## config.mk

```make
export PLATFORM = sky130hd
export DESIGN_NAME = ysyx_22040386_ifu
export DESIGN_NICKNAME = d
export VERILOG_FILES = /design/src/rtl/ysyx_22040386_ifu_pkg.sv /design/src/rtl/ysyx_22040386_ifu.sv
export SDC_FILE = /design/constraint.sdc
export NUM_CORES = 1
export LEC_CHECK = 0
export CAP_MARGIN = 20
export CORE_UTILIZATION = 47
export DETAILED_ROUTE_END_ITERATION = 8
export DONT_BUFFER_PORTS = 1
export PLACE_DENSITY = 0.62
export SLEW_MARGIN = 10
export SYNTH_ARGS = -nofsm -noshare
export SYNTH_HDL_FRONTEND = slang
export SYNTH_SLANG_ARGS = --single-unit
export TNS_END_PERCENT = 5
```

## constraint.sdc

```tcl
create_clock -name clk -period 3.24 [get_ports clk]
set_input_delay 0.486 -clock clk [delete_from_list [all_inputs] [get_ports clk]]
set_output_delay 0.486 -clock clk [all_outputs]
set_load 0.01 [all_outputs]
```

## src/rtl/ysyx_22040386_ifu_pkg.sv

```systemverilog
`default_nettype none
// ============================================================================
// Module      : ysyx_22040386_ifu_pkg
// Description : Shared constants and FSM state encoding for the NPC fetch unit.
// Revision    : 1.0 - initial release
// ============================================================================
package ysyx_22040386_ifu_pkg;

    localparam logic [63:0] RESET_PC_DEFAULT = 64'h8000_0000;
    localparam logic [31:0] EBREAK_INST      = 32'h0010_0073;
    localparam logic [63:0] PC_STEP          = 64'd4;

    typedef enum logic [2:0] {
        ST_IDLE = 3'd0,
        ST_REQ  = 3'd1,
        ST_WAIT = 3'd2,
        ST_HOLD = 3'd3,
        ST_HALT = 3'd4
    } ifu_state_t;

endpackage
`default_nettype wire

```

## src/rtl/ysyx_22040386_ifu.sv

```systemverilog
`default_nettype none
// ============================================================================
// Module      : ysyx_22040386_ifu
// Description : Single-outstanding instruction fetch unit with redirect/halt.
// Revision    : 1.0 - initial release
// ============================================================================
module ysyx_22040386_ifu
    import ysyx_22040386_ifu_pkg::*;
#(
    parameter logic [63:0] RESET_PC = RESET_PC_DEFAULT
) (
    input  logic        clk,
    input  logic        rst_n,
    output logic        imem_req_valid,
    input  logic        imem_req_ready,
    output logic [63:0] imem_addr,
    input  logic        imem_rsp_valid,
    input  logic [31:0] imem_rsp_data,
    output logic        inst_valid,
    input  logic        inst_ready,
    output logic [31:0] inst,
    output logic [63:0] inst_pc,
    input  logic        redirect_valid,
    input  logic [63:0] redirect_pc,
    output logic        halted,
    output logic        fetch_fault,
    output logic [63:0] inst_cnt
);

    ifu_state_t  r_state;
    logic [63:0] r_pc;
    logic        r_kill;
    logic [31:0] r_inst;
    logic [63:0] r_inst_pc;
    logic        r_fault;
    logic [63:0] r_cnt;

    logic        w_redir_ok;
    logic        w_redir_bad;

    assign w_redir_ok  = redirect_valid & (redirect_pc[1:0] == 2'b00);
    assign w_redir_bad = redirect_valid & (redirect_pc[1:0] != 2'b00);

    // Handshake outputs are pure state decodes, so no input reaches them combinationally.
    assign imem_req_valid = (r_state == ST_REQ);
    assign inst_valid     = (r_state == ST_HOLD);
    assign halted         = (r_state == ST_HALT);
    assign imem_addr      = r_pc;
    assign inst           = r_inst;
    assign inst_pc        = r_inst_pc;
    assign fetch_fault    = r_fault;
    assign inst_cnt       = r_cnt;

    always_ff @(posedge clk or negedge rst_n) begin
        if (!rst_n) begin
            r_state   <= ST_IDLE;
            r_pc      <= RESET_PC;
            r_kill    <= 1'b0;
            r_inst    <= 32'd0;
            r_inst_pc <= 64'd0;
            r_fault   <= 1'b0;
            r_cnt     <= 64'd0;
        end else begin
            case (r_state)
                ST_IDLE: begin
                    if (w_redir_bad) begin
                        r_fault <= 1'b1;
                        r_state <= ST_HALT;
                    end else begin
                        if (w_redir_ok) begin
                            r_pc <= redirect_pc;
                        end
                        r_state <= ST_REQ;
                    end
                end

                ST_REQ: begin
                    if (w_redir_bad) begin
                        r_fault <= 1'b1;
                        r_state <= ST_HALT;
                    end else begin
                        if (w_redir_ok) begin
                            r_pc <= redirect_pc;
                        end
                        // An accepted request whose address was just redirected must be dropped.
                        if (imem_req_ready) begin
                            r_kill  <= w_redir_ok;
                            r_state <= ST_WAIT;
                        end
                    end
                end

                ST_WAIT: begin
                    if (w_redir_bad) begin
                        r_kill  <= 1'b0;
                        r_fault <= 1'b1;
                        r_state <= ST_HALT;
                    end else if (w_redir_ok) begin
                        r_pc <= redirect_pc;
                        // A same-cycle response is the stale one; nothing is left outstanding.
                        if (imem_rsp_valid) begin
                            r_kill  <= 1'b0;
                            r_state <= ST_REQ;
                        end else begin
                            r_kill <= 1'b1;
                        end
                    end else if (imem_rsp_valid) begin
                        if (r_kill) begin
                            r_kill  <= 1'b0;
                            r_state <= ST_REQ;
                        end else begin
                            r_inst    <= imem_rsp_data;
                            r_inst_pc <= r_pc;
                            r_state   <= ST_HOLD;
                        end
                    end
                end

                ST_HOLD: begin
                    if (inst_ready) begin
                        r_cnt <= r_cnt + 64'd1;
                    end
                    if (w_redir_bad) begin
                        r_fault <= 1'b1;
                        r_state <= ST_HALT;
                    end else if (inst_ready && (r_inst == EBREAK_INST)) begin
                        r_state <= ST_HALT;
                    end else if (w_redir_ok) begin
                        r_pc    <= redirect_pc;
                        r_state <= ST_REQ;
                    end else if (inst_ready) begin
                        r_pc    <= r_pc + PC_STEP;
                        r_state <= ST_REQ;
                    end
                end

                ST_HALT: begin
                    r_state <= ST_HALT;
                end

                default: begin
                    r_state <= ST_IDLE;
                end
            endcase
        end
    end

endmodule
`default_nettype wire

```

==> summary.md, run 1 <==
| Metric | Value |
|---|---|
| Clk sink count | `229` |
| Clock tree from TritonCTS | `done` |
| Sequential-to-total area share from yosys stat | `0.5232` |
| CTS clk-pin slew, worst paths | `0.06 ns` |
| Number of antenna violations at the first check in global routing | `3` |
| Largest buffer count on any clock path | `3` |
| Final estimated routing congestion in global placement | `0.8549` |
| Sum of buffers and inverters on the critical path | `0` |
| Max Transition Viols Final | `0` |
| RSZ-0062 raised after global routing | `false` |
| Clk network pwr share | `0.300` |
| Number of cells upsized or downsized after cts | `0` |
| Maximum number of pins on one net before global-route repair | `230` |
| Data arrival at the endpoint of the critical path | `3.06 ns` |
| Peak per-stage delay on the critical path | `0.54 ns` |
| Count of routing violations after the opening detailed-route iteration | `551` |
| Yosys warns | `0` |
| Vias per Instance | `6.060` |
| Total number of vias | `8235` |
| Result of the run | `finished, violations left` |
| Pint | `6.119 mW` |
| Peak fanout along the critical path | `8` |
| Post-layout nets | `1134` |
| Overflow left after global routing | `0` |
| Number of distinct library cells after synthesis | `66` |
| Initial Util | `0.4809` |
| CP endpoint kind | `flip-flop` |
| Setup Skew | `0.01745 ns` |
| Most common flop cell mapped by yosys | `sky130_fd_sc_hd__dfrtp_1` |
| Die X-Extent | `154.7 microns` |
| Cell leakage power | `5.301 nW` |
| Post-route ant nets | `0` |
| Count of buffers inserted at the top-level ports | `0` |
| Placed wire-length estimate | `20970 microns` |
| Cell type contributing the most total cell area after synthesis | `sky130_fd_sc_hd__dfrtp_1` |
| Start-to-end type of the worst setup path | `reg2reg` |
| Area inside the core boundary | `22780 sq um` |
| Number of post-CTS setup repair buffers | `0` |
| Num CTS Buffers | `25` |
| Sequential fraction of design power | `0.547` |
| Fraction of synthesized cell area taken by the top area cell type | `0.5208` |
| Power spent charging and discharging nets | `3.407 mW` |
| Max transition margin | `0.5350` |
| Timing-limited maximum frequency | `381.0 MHz` |
| Fraction of synthesis flops using an asynchronous set or reset pin | `1.000` |
| Number of nets in the synthesized netlist | `1143` |
| Worst hold-check slack | `-0.3253 ns` |
| Total of fill cells in the finished design | `2012` |
| Die Footprint | `23920 sq um` |
| Post-synthesis sequential element count | `229` |
| Final-report hold violation count | `228` |
| Kind of cell adding the most delay to the critical path | `simple AND/OR/NAND/NOR gates` |
| Combinational group share of total power | `0.153` |
| Total setup violations reported at the end of the flow | `0` |
| Worst-margin pin slew | `0.6975 ns` |
| Wire length after detailed routing | `29570 microns` |
| Router iterations before antenna repair | `5` |
| Final worst path period share | `0.8101` |
| Wire length of the first global-routing pass | `45440 microns` |
| Maximum resistive drop on vdd | `0.6090 mV` |
| Worst skew pair latency | `0.52 ns` |
| Cell area after synthesis | `10950 sq um` |
| Final critical path time including I/O delays and setup | `2.625 ns` |
| Buffer type at the clock tree root | `sky130_fd_sc_hd__clkbuf_16` |
| Syn-to-layout area delta | `11.06%` |
| Crit path cell chain | `ha_1 > nand3_1 > nor3_4 > nand3_2 > or4_1 > o41a_1 > o211ai_1` |
| Max Cap Violations | `0` |
| Startpoint kind of the worst setup timing path | `flip-flop` |
| Y dimension of the die | `154.7 microns` |
| DR DRC count | `0` |
| Power density cells | `783.0 nW/um^2` |
| Number of rows in the core area | `55` |
| Slowest CP cell | `sky130_fd_sc_hd__or4_1` |
| Synth Instances | `1039` |
| Syn avg cell area | `10.54 sq um` |
| Number of levels in the clock H-tree | `1` |
| Failing checks | `hold timing` |
| I/O pin total | `330` |
| Switching part of the total power | `0.3577` |
| Routed wire per std cell | `21.76 microns` |
| Top post-synthesis cells by area | `sky130_fd_sc_hd__dfrtp_1 (52%), sky130_fd_sc_hd__mux2_2 (9.7%), sky130_fd_sc_hd__a21oi_1 (3.7%)` |
| Overall Global Routing Usage | `0.2406` |
| Hold Path Class | `in2async` |
| Worst Path Required | `3.67 ns` |
| Total negative setup slack | `0 ns` |
| Via count of the first global-routing pass | `7825` |
| Number of enable-type register cells in the synthesized netlist | `0` |
| Fraction of layout instances using a drive strength above 1 | `0.1751` |
-- per-stage QoR --
stage | worst slack, ns | util | instances | power, mW | cell area (sq um)
CTS | 0.6059 | 0.5340 | 1358 | 9.617 | 12160
global placement | 0.6799 | 0.4979 | 1316 | 6.666 | 11340
detailed placement | 0.5955 | 0.4979 | 1316 | 6.734 | 11340
global route | 0.3933 | 0.5341 | 1359 | 10.03 | 12170
finish | 0.6154 | 0.5341 | 1359 | 9.526 | 12170
floorplan | 0.8666 | - | 1039 | 6.025 | 10950
-- flip-flops by register name, summed over array words and instances, names as in the netlist --
name / flops
fetch_fault: 1
r_state: 3
imem_addr: 64
r_kill: 1
inst: 32
inst_cnt: 64
inst_pc: 64
-- final timing paths --
check	startpoint	to	slack [ns]	depth (start not counted)
worst max-delay path	imem_addr[2]	imem_addr[56]	0.62	7
worst min-delay path	rst_n	inst_cnt[17]	-0.33	0
worst max register to register	imem_addr[2]	imem_addr[56]	0.62	7
worst min register to register	inst_cnt[63]	inst_cnt[63]	0.55	1
max in group asynchronous	rst_n	imem_addr[44]	3.06	0
min in group clk	imem_rsp_data[25]	inst[25]	0.11	1
-- worst register-to-register path: stages, from the launching register on --
cell	delay, ns
sky130_fd_sc_hd__dfrtp_1	0.48
sky130_fd_sc_hd__ha_1	0.24
sky130_fd_sc_hd__nand3_1	0.22
sky130_fd_sc_hd__nor3_4	0.45
sky130_fd_sc_hd__nand3_2	0.12
sky130_fd_sc_hd__or4_1	0.54
sky130_fd_sc_hd__o41a_1	0.33
sky130_fd_sc_hd__o211ai_1	0.16
-- cell type report --
cell class                 instances  area (sq um)  share of cell area
sequential                       229          5732              0.4712
multi-input combinational        745          4977              0.4091
clock buffer                      33         695.7             0.05718
tap                              313         391.6             0.03219
timing repair buffer              22         215.2             0.01769
clock inverter                     9         125.1             0.01028
inverter                           7         26.28            0.002160
antenna                            1         2.502           0.0002057
-- per-layer routing --
metal | GRT usage | wire length, microns | part of all wire | up-vias
li1 | - | - | - | 3808
met1 | 0.3061 | 12320 | 0.42 | 4049
met2 | 0.3898 | 13840 | 0.47 | 322
met3 | 0.08378 | 2606 | 0.088 | 52
met4 | 0.06365 | 787 | 0.027 | 4
met5 | 0 | 22 | 0.00074 | -
-- cells in the final DEF (no fill, tap or decap), drive strengths merged, types with 4 or more instances in the layout --
master	synthesis	final
a211oi	12	12
a21oi	80	80
a2bb2oi	11	11
a31o	5	5
a31oi	6	6
and2	6	6
and3	30	30
and4	8	8
buf	13	22
clkbuf	45	33
clkinv	0	4
dfrtp	228	228
inv	7	7
mux2	94	94
nand2	98	98
nand3	54	54
nand4	40	40
nor2	59	59
nor3	29	29
nor3b	4	4
nor4	14	14
o21ai	40	40
o21bai	5	5
o22a	5	5
o22ai	26	26
o31ai	8	8
o32ai	4	4
or3	6	6
xnor2	45	45
xor2	18	18
-- Yosys cell counts, types with 4 or more instances --
cell type	count
sky130_fd_sc_hd__a31o_2	5
sky130_fd_sc_hd__xnor2_1	45
sky130_fd_sc_hd__inv_1	7
sky130_fd_sc_hd__nor2_1	59
sky130_fd_sc_hd__and3_1	28
sky130_fd_sc_hd__o31ai_1	8
sky130_fd_sc_hd__o21ai_0	40
sky130_fd_sc_hd__nand3_1	51
sky130_fd_sc_hd__or3_1	6
sky130_fd_sc_hd__a2bb2oi_1	11
sky130_fd_sc_hd__o22a_1	5
sky130_fd_sc_hd__dfrtp_1	228
sky130_fd_sc_hd__nor3b_1	4
sky130_fd_sc_hd__o32ai_1	4
sky130_fd_sc_hd__mux2_2	94
sky130_fd_sc_hd__nand2_1	98
sky130_fd_sc_hd__a211oi_1	12
sky130_fd_sc_hd__xor2_1	18
sky130_fd_sc_hd__buf_2	11
sky130_fd_sc_hd__nand4_1	38
sky130_fd_sc_hd__a31oi_1	6
sky130_fd_sc_hd__clkbuf_1	44
sky130_fd_sc_hd__nor4_1	11
sky130_fd_sc_hd__nor3_2	4
sky130_fd_sc_hd__nor3_1	23
sky130_fd_sc_hd__and4_1	8
sky130_fd_sc_hd__o22ai_1	26
sky130_fd_sc_hd__o21bai_1	5
sky130_fd_sc_hd__a21oi_1	80
sky130_fd_sc_hd__and2_1	6
-- logic make-up (layout without fill, tap and decap cells) --
family / count (synthesis) / in the layout / synth area share
AOI/OAI and AO/OA: 222 / 222 / 0.1259
and+or+nand+nor: 363 / 363 / 0.1770
muxes: 95 / 95 / 0.09754
other: 0 / 1 / 0
xor gates and xnor gates: 63 / 63 / 0.05037
adders and majority gates: 2 / 2 / 0.002284
DFF: 229 / 229 / 0.5232
buffers and inverters: 65 / 71 / 0.02364
-- power by group through the flow --
stage / logic (mW) / clock network [mW] / registers [mW]
after floorplan: 1.31 / 0 / 4.72
after global placement: 1.42 / 0 / 5.25
after detailed placement: 1.46 / 0 / 5.27
after CTS: 1.47 / 2.93 / 5.22
after global routing: 1.64 / 3.04 / 5.35
final: 1.46 / 2.85 / 5.21
Power figures use the tool's default switching activity.
==> run 2: changes to the inputs <==
==> constraint.sdc (replaced) <==
create_clock -name clk -period 2.6 [get_ports clk]
set_input_delay 0.39 -clock clk [delete_from_list [all_inputs] [get_ports clk]]
set_output_delay 0.39 -clock clk [all_outputs]
set_load 0.01 [all_outputs]
==> summary.md, run 2 (synthesized netlist as in run 1, its figures left out) <==
| Metric | Value |
|---|---|
| Number of antenna violations at the first check in global routing | `4 (+1)` |
| Number of levels in the clock H-tree | `1 (unchanged)` |
| Result of the run | `finished, violations left` |
| Most common library cell in the layout ignoring fill and taps | `sky130_fd_sc_hd__dfrtp_1` |
| Maximum resistive drop on vdd | `0.7904 mV (+30%)` |
| Wire length of the first global-routing pass | `47870 microns (+5.3%)` |
| Cell leakage power | `5.638 nW (+6.4%)` |
| Clk network pwr share | `0.299 (about the same)` |
| Combinational group share of total power | `0.216 (+0.063)` |
| CTS clk-pin slew, worst paths | `0.06 ns (about the same)` |
| Worst Path Required | `3.04 ns (-0.63 ns)` |
| Routed wire per std cell | `21.53 microns (-1.1%)` |
| Post-route ant nets | `0 (unchanged)` |
| Worst skew pair latency | `0.53 ns (about the same)` |
| CP endpoint kind | `flip-flop` |
| Start-to-end type of the worst setup path | `reg2reg` |
| Total setup violations reported at the end of the flow | `0 (unchanged)` |
| Crit path cell chain | `nand4_1 > nor3_2 > and3_1 > nand4_1 > buf_4 > nor4_1 > xor2_1` |
| Total of fill cells in the finished design | `1958 (-2.7%)` |
| Final critical path time including I/O delays and setup | `2.377 ns (-0.2473 ns)` |
| Wire length after detailed routing | `30770 microns (+4.0%)` |
| Power spent charging and discharging nets | `4.429 mW (+30%)` |
| Initial Util | `0.4809 (unchanged)` |
| Vias per Instance | `5.985 (-1.2%)` |
| RSZ-0062 raised after global routing | `false` |
| Register-to-register path setup slack | `0.22 ns (-0.39 ns)` |
| Peak per-stage delay on the critical path | `0.49 ns (-0.05 ns)` |
| Peak fanout along the critical path | `12 (+4)` |
| Failing checks | `hold timing` |
| Sum of buffers and inverters on the critical path | `1 (+1)` |
| Max Cap Violations | `0 (unchanged)` |
| Count of buffers inserted at the top-level ports | `0 (unchanged)` |
| DR DRC count | `0 (unchanged)` |
| Overflow left after global routing | `0 (unchanged)` |
| Router iterations before antenna repair | `5 (unchanged)` |
| Post-route setup slack | `0.2226 ns (-0.3927 ns)` |
| Post-layout nets | `1199 (+5.7%)` |
| Met2 wire length | `14110 microns (+2.0%)` |
| WL met1 | `12640 microns (+2.6%)` |
| Area inside the core boundary | `22780 sq um (unchanged)` |
| Most common cell type on the critical path | `sky130_fd_sc_hd__nand4_1` |
| Kind of cell adding the most delay to the critical path | `simple AND/OR/NAND/NOR gates` |
| Fraction of layout instances using a drive strength above 1 | `0.2013 (+0.02614)` |
| Commonest non-fill, non-tap cells in the layout | `sky130_fd_sc_hd__dfrtp_1 (228), sky130_fd_sc_hd__nand2_1 (98), sky130_fd_sc_hd__mux2_2 (94)` |
| Slowest CP cell | `sky130_fd_sc_hd__dfrtp_1` |
| Startpoint kind of the worst setup timing path | `flip-flop` |
| Overall Global Routing Usage | `0.2541 (+0.01350)` |
| Number of rows in the core area | `55 (unchanged)` |
| Final estimated routing congestion in global placement | `0.8944 (+4.6%)` |
| Worst-margin pin slew | `0.9017 ns (+0.2042 ns)` |
| Power consumption | `12.45 mW (+31%)` |
| Worst hold-check slack | `-0.4392 ns (-0.1138 ns)` |
| Final-report hold violation count | `228 (unchanged)` |
| I/O pin total | `330 (unchanged)` |
| Clk sink count | `229 (unchanged)` |
| Via count of the first global-routing pass | `8446 (+7.9%)` |
| Y dimension of the die | `154.7 microns (unchanged)` |
| Placed wire-length estimate | `21330 microns (+1.7%)` |
| Num CTS Buffers | `26 (+4.0%)` |
| Total number of vias | `8553 (+3.9%)` |
| Die X-Extent | `154.7 microns (unchanged)` |
| Pint | `8.020 mW (+31%)` |
| Power density cells | `971.6 nW/um^2 (+24%)` |
| Syn-to-layout area delta | `16.96%` |
| Max Used Layer | `met5` |
| Post-Place Setup Slack | `0.1900 ns (-0.4055 ns)` |
| Maximum number of pins on one net before global-route repair | `230 (unchanged)` |
| Max Transition Viols Final | `0 (unchanged)` |
| Max transition margin | `0.3989 (-0.1362)` |
| Die Footprint | `23920 sq um (unchanged)` |
| Data arrival at the endpoint of the critical path | `2.82 ns (-0.24 ns)` |
| Count of routing violations after the opening detailed-route iteration | `574 (+4.2%)` |
| Final worst path period share | `0.9144 (+0.1043)` |
| Met3 wire length | `3032 microns (+16%)` |
| Hold Path Class | `in2async` |
| Buffer type at the clock tree root | `sky130_fd_sc_hd__clkbuf_16` |
| Clock tree from TritonCTS | `done` |
| Sequential fraction of design power | `0.485 (-0.062)` |
| Switching part of the total power | `0.3558 (-0.001937)` |
| Setup Skew | `0.01512 ns (-0.002327 ns)` |
| Total negative setup slack | `0 ns (unchanged)` |
| Timing-limited maximum frequency | `420.6 MHz (+10%)` |
| Final Core Density | `0.5625 (+0.02840)` |
| Largest buffer count on any clock path | `3 (unchanged)` |
[run 2: metal layers]
metal	up-vias	global-route usage
li1	3951	-
met1	4165	0.3210
met2	366	0.4064
met3	67	0.08826
met4	4	0.08581
met5	-	0
[run 2: what timing repair did]
action | CTS | global route
setup endpoints to repair | 0 | 1
gates resized for setup | 0 | 1
buffers inserted | 0 | 0
hold buffers | 26 | 1
hold endpoints to repair | 255 | 230
[run 2: stage by stage]
step                      std cells  area, sq um
final                          1429        12810
after floorplan                1039        10950
after CTS                      1425        12790
after global placement         1353        11660
after detailed placement       1353        11660
after global routing           1427        12810
[run 2: power by group through the flow]
stage	Combinational, mW	Sequential [mW]	Clock [mW]
floorplan	1.63	5.88	0
global placement	2.59	6.06	0
detailed placement	2.64	6.09	0
CTS	2.69	6.03	3.81
global route	2.98	6.17	3.93
finish	2.69	6.04	3.72
[run 2: final timing paths]
check / from / endpoint / depth (start not counted)
max: inst_cnt[23] / inst_cnt[62] / 7
min: rst_n / inst_cnt[18] / 0
min in group clk: imem_rsp_data[30] / inst[30] / 1
max reg2reg: inst_cnt[23] / inst_cnt[62] / 7
min reg2reg: inst_cnt[63] / inst_cnt[63] / 1
max in group asynchronous: rst_n / inst_pc[61] / 0
[run 2: area by class of cell]
| type | count | area [sq um] | area share |
|---|---|---|---|
| clock buffers | 38 | 777.0 | 0.06064 |
| flip-flops and latches | 229 | 5732 | 0.4474 |
| inverters | 7 | 26.28 | 0.002051 |
| clock inverters | 8 | 95.09 | 0.007422 |
| well taps | 313 | 391.6 | 0.03057 |
| repair buffers | 86 | 800.8 | 0.06250 |
| diodes | 3 | 7.507 | 0.0005859 |
| multi-input cells | 745 | 4982 | 0.3889 |
[run 2: worst reg2reg max path: stages, from the launching register on]
cell and delay (ns):
sky130_fd_sc_hd__dfrtp_1 0.49, sky130_fd_sc_hd__nand4_1 0.22, sky130_fd_sc_hd__nor3_2 0.39, sky130_fd_sc_hd__and3_1 0.27, sky130_fd_sc_hd__nand4_1 0.14, sky130_fd_sc_hd__buf_4 0.21, sky130_fd_sc_hd__nor4_1 0.37, sky130_fd_sc_hd__xor2_1 0.20
==> run 3: changes to the inputs <==
--- a/config.mk
+++ b/config.mk
@@ -7,6 +7,7 @@
 export LEC_CHECK = 0
 export CAP_MARGIN = 20
 export CORE_UTILIZATION = 47
+export CTS_BUF_LIST = sky130_fd_sc_hd__clkbuf_8
 export DETAILED_ROUTE_END_ITERATION = 8
 export DONT_BUFFER_PORTS = 1
 export PLACE_DENSITY = 0.62
==> summary.md, run 3 (synthesized netlist as in run 1, its figures left out) <==
| Metric | Value |
|---|---|
| Result of the run | `finished, violations left` |
| Failing checks | `hold timing` |
| Via count of the first global-routing pass | `8647 (+2.4%)` |
| Kind of cell adding the most delay to the critical path | `simple AND/OR/NAND/NOR gates` |
| Worst skew pair latency | `0.54 ns (about the same)` |
| Number of antenna violations at the first check in global routing | `3 (-1)` |
| Number of rows in the core area | `55 (unchanged)` |
| Max Cap Violations | `0 (unchanged)` |
| DR DRC count | `0 (unchanged)` |
| CP endpoint kind | `flip-flop` |
| Placed wire-length estimate | `21330 microns (unchanged)` |
| Power consumption | `12.26 mW (-1.5%)` |
| Area inside the core boundary | `22780 sq um (unchanged)` |
| Overflow left after global routing | `0 (unchanged)` |
| Slowest CP cell | `sky130_fd_sc_hd__dfstp_2` |
| Routed wire per std cell | `21.15 microns (-1.7%)` |
| Startpoint kind of the worst setup timing path | `flip-flop` |
| Post-layout instance count excluding filler cells | `1463 (+2.4%)` |
| Combinational group share of total power | `0.220 (+0.004)` |
| Power spent charging and discharging nets | `4.456 mW (+0.62%)` |
| Cell leakage power | `5.738 nW (+1.8%)` |
| Die X-Extent | `154.7 microns (unchanged)` |
| Start-to-end type of the worst setup path | `reg2reg` |
| Peak fanout along the critical path | `8 (-4)` |
| Y dimension of the die | `154.7 microns (unchanged)` |
| Most common library cell in the layout ignoring fill and taps | `sky130_fd_sc_hd__dfrtp_1` |
| Setup Skew | `0.01747 ns (+0.002354 ns)` |
| Wire length after detailed routing | `30950 microns (+0.59%)` |
| Worst Path Required | `3.05 ns (about the same)` |
| Fraction of layout instances using a drive strength above 1 | `0.2176 (+0.01632)` |
| Maximum number of pins on one net before global-route repair | `230 (unchanged)` |
| Buffer type at the clock tree root | `sky130_fd_sc_hd__clkbuf_8` |
| Footprint of the flip-flops and latches | `5732 sq um (unchanged)` |
| Post-route ant nets | `0 (unchanged)` |
| Hold Path Class | `in2async` |
| Post-layout nets | `1222 (+1.9%)` |
| Final critical path time including I/O delays and setup | `2.358 ns (-0.01918 ns)` |
| Total number of vias | `8655 (+1.2%)` |
| Wire length of the first global-routing pass | `48170 microns (+0.63%)` |
| Count of routing violations after the opening detailed-route iteration | `569 (-0.87%)` |
| Clk sink count | `229 (unchanged)` |
| Worst-margin pin slew | `0.7999 ns (-0.1018 ns)` |
| Syn-to-layout area delta | `17.81%` |
| Num CTS Buffers | `41 (+58%)` |
| Peak per-stage delay on the critical path | `0.62 ns (+0.13 ns)` |
| Clock tree from TritonCTS | `done` |
| Worst hold-check slack | `-0.4497 ns (-0.01052 ns)` |
| Crit path cell chain | `nand3_1 > or3_1 > or4_1 > o41a_1 > o211ai_1` |
| Clk network pwr share | `0.288 (-0.011)` |
| Largest buffer count on any clock path | `3 (unchanged)` |
| Number of buffers inserted by hold repair at cts | `35 (+35%)` |
| Number of post-CTS setup repair buffers | `0 (unchanged)` |
| Sequential fraction of design power | `0.492 (+0.007)` |
| I/O pin total | `330 (unchanged)` |
| Total of fill cells in the finished design | `1946 (-0.61%)` |
| Power density cells | `950.3 nW/um^2 (-2.2%)` |
| Max Transition Viols Final | `0 (unchanged)` |
| Switching part of the total power | `0.3634 (+0.007621)` |
| Number of levels in the clock H-tree | `2 (+1)` |
| Final-report hold violation count | `228 (unchanged)` |
| Die Footprint | `23920 sq um (unchanged)` |
| Data arrival at the endpoint of the critical path | `2.81 ns (about the same)` |
| Overall Global Routing Usage | `0.2565 (+0.002458)` |
| Count of buffers inserted at the top-level ports | `0 (unchanged)` |
| Sum of buffers and inverters on the critical path | `0 (-1)` |
| Router iterations before antenna repair | `5 (unchanged)` |
| Commonest non-fill, non-tap cells in the layout | `sky130_fd_sc_hd__dfrtp_1 (228), sky130_fd_sc_hd__nand2_1 (98), sky130_fd_sc_hd__mux2_2 (94)` |
| Total negative setup slack | `0 ns (unchanged)` |
| Initial Util | `0.4809 (unchanged)` |
| Final worst path period share | `0.9070 (-0.007377)` |
| Post-Place Cells | `1353 (unchanged)` |
| Timing-limited maximum frequency | `424.1 MHz (+0.81%)` |
| Final estimated routing congestion in global placement | `0.8944 (unchanged)` |
| Vias per Instance | `5.916 (-1.2%)` |
| RSZ-0062 raised after global routing | `false` |
| Post-Place Setup Slack | `0.1900 ns (unchanged)` |
| Max transition margin | `0.4667 (+0.06788)` |
| Pint | `7.807 mW (-2.7%)` |
| Post-route setup slack | `0.2418 ns (+0.01918 ns)` |
| CTS clk-pin slew, worst paths | `0.06 ns (about the same)` |
| Maximum resistive drop on vdd | `0.5957 mV (-25%)` |
| Area of the multi-input gates | `4982 sq um (unchanged)` |
| Total setup violations reported at the end of the flow | `0 (unchanged)` |
-- run 3: final timing paths --
path                                start       endpoint  slack [ns]  depth (start not counted)
max in group asynchronous           rst_n    inst_cnt[5]        2.38                          0
max                         imem_addr[31]  imem_addr[56]        0.24                          5
max reg2reg                 imem_addr[31]  imem_addr[56]        0.24                          5
min                                 rst_n   inst_cnt[11]       -0.45                          0
min reg2reg                  inst_cnt[63]   inst_cnt[63]        0.53                          1
min in group clk           redirect_valid         r_kill        0.04                          2
-- run 3: metrics by stage --
stage                       util  area [sq um]
after floorplan                -         10950
after global placement    0.5118         11660
after detailed placement  0.5118         11660
after CTS                 0.5662         12900
after global routing      0.5665         12900
final                     0.5665         12900
-- run 3: area by class of cell --
| type | count | area share |
|---|---|---|
| sequential | 229 | 0.4442 |
| clock inverter | 14 | 0.004945 |
| timing repair buffer | 94 | 0.06826 |
| clock buffer | 60 | 0.06399 |
| multi-input combinational | 745 | 0.3861 |
| inverter | 7 | 0.002036 |
| antenna | 1 | 0.0001939 |
| tap | 313 | 0.03035 |
-- run 3: timing repair --
action,CTS,global route
hold endpoints to repair,264,229
gates resized for setup,0,1
setup endpoints to repair,0,1
-- run 3: worst register-to-register path, delay by kind of cell, from the launching register on --
family	cells	cell delay, ns
compound gates	2	0.47
flops	1	0.62
simple gates	3	1.19
-- run 3: per-layer routing --
| metal | up-vias | global-route usage | routed length (microns) |
|---|---|---|---|
| met5 | - | 0 | 33 |
| met4 | 4 | 0.09854 | 873 |
| met3 | 63 | 0.09162 | 2981 |
| met2 | 372 | 0.4081 | 14280 |
| met1 | 4217 | 0.3196 | 12780 |
| li1 | 3999 | - | - |
-- run 3: power groups by stage --
stage | Combinational, mW | Sequential [mW] | Clock [mW]
floorplan | 1.63 | 5.88 | 0
global placement | 2.59 | 6.06 | 0
detailed placement | 2.64 | 6.09 | 0
CTS | 2.69 | 6.03 | 3.64
global route | 2.98 | 6.17 | 3.78
finish | 2.69 | 6.04 | 3.54
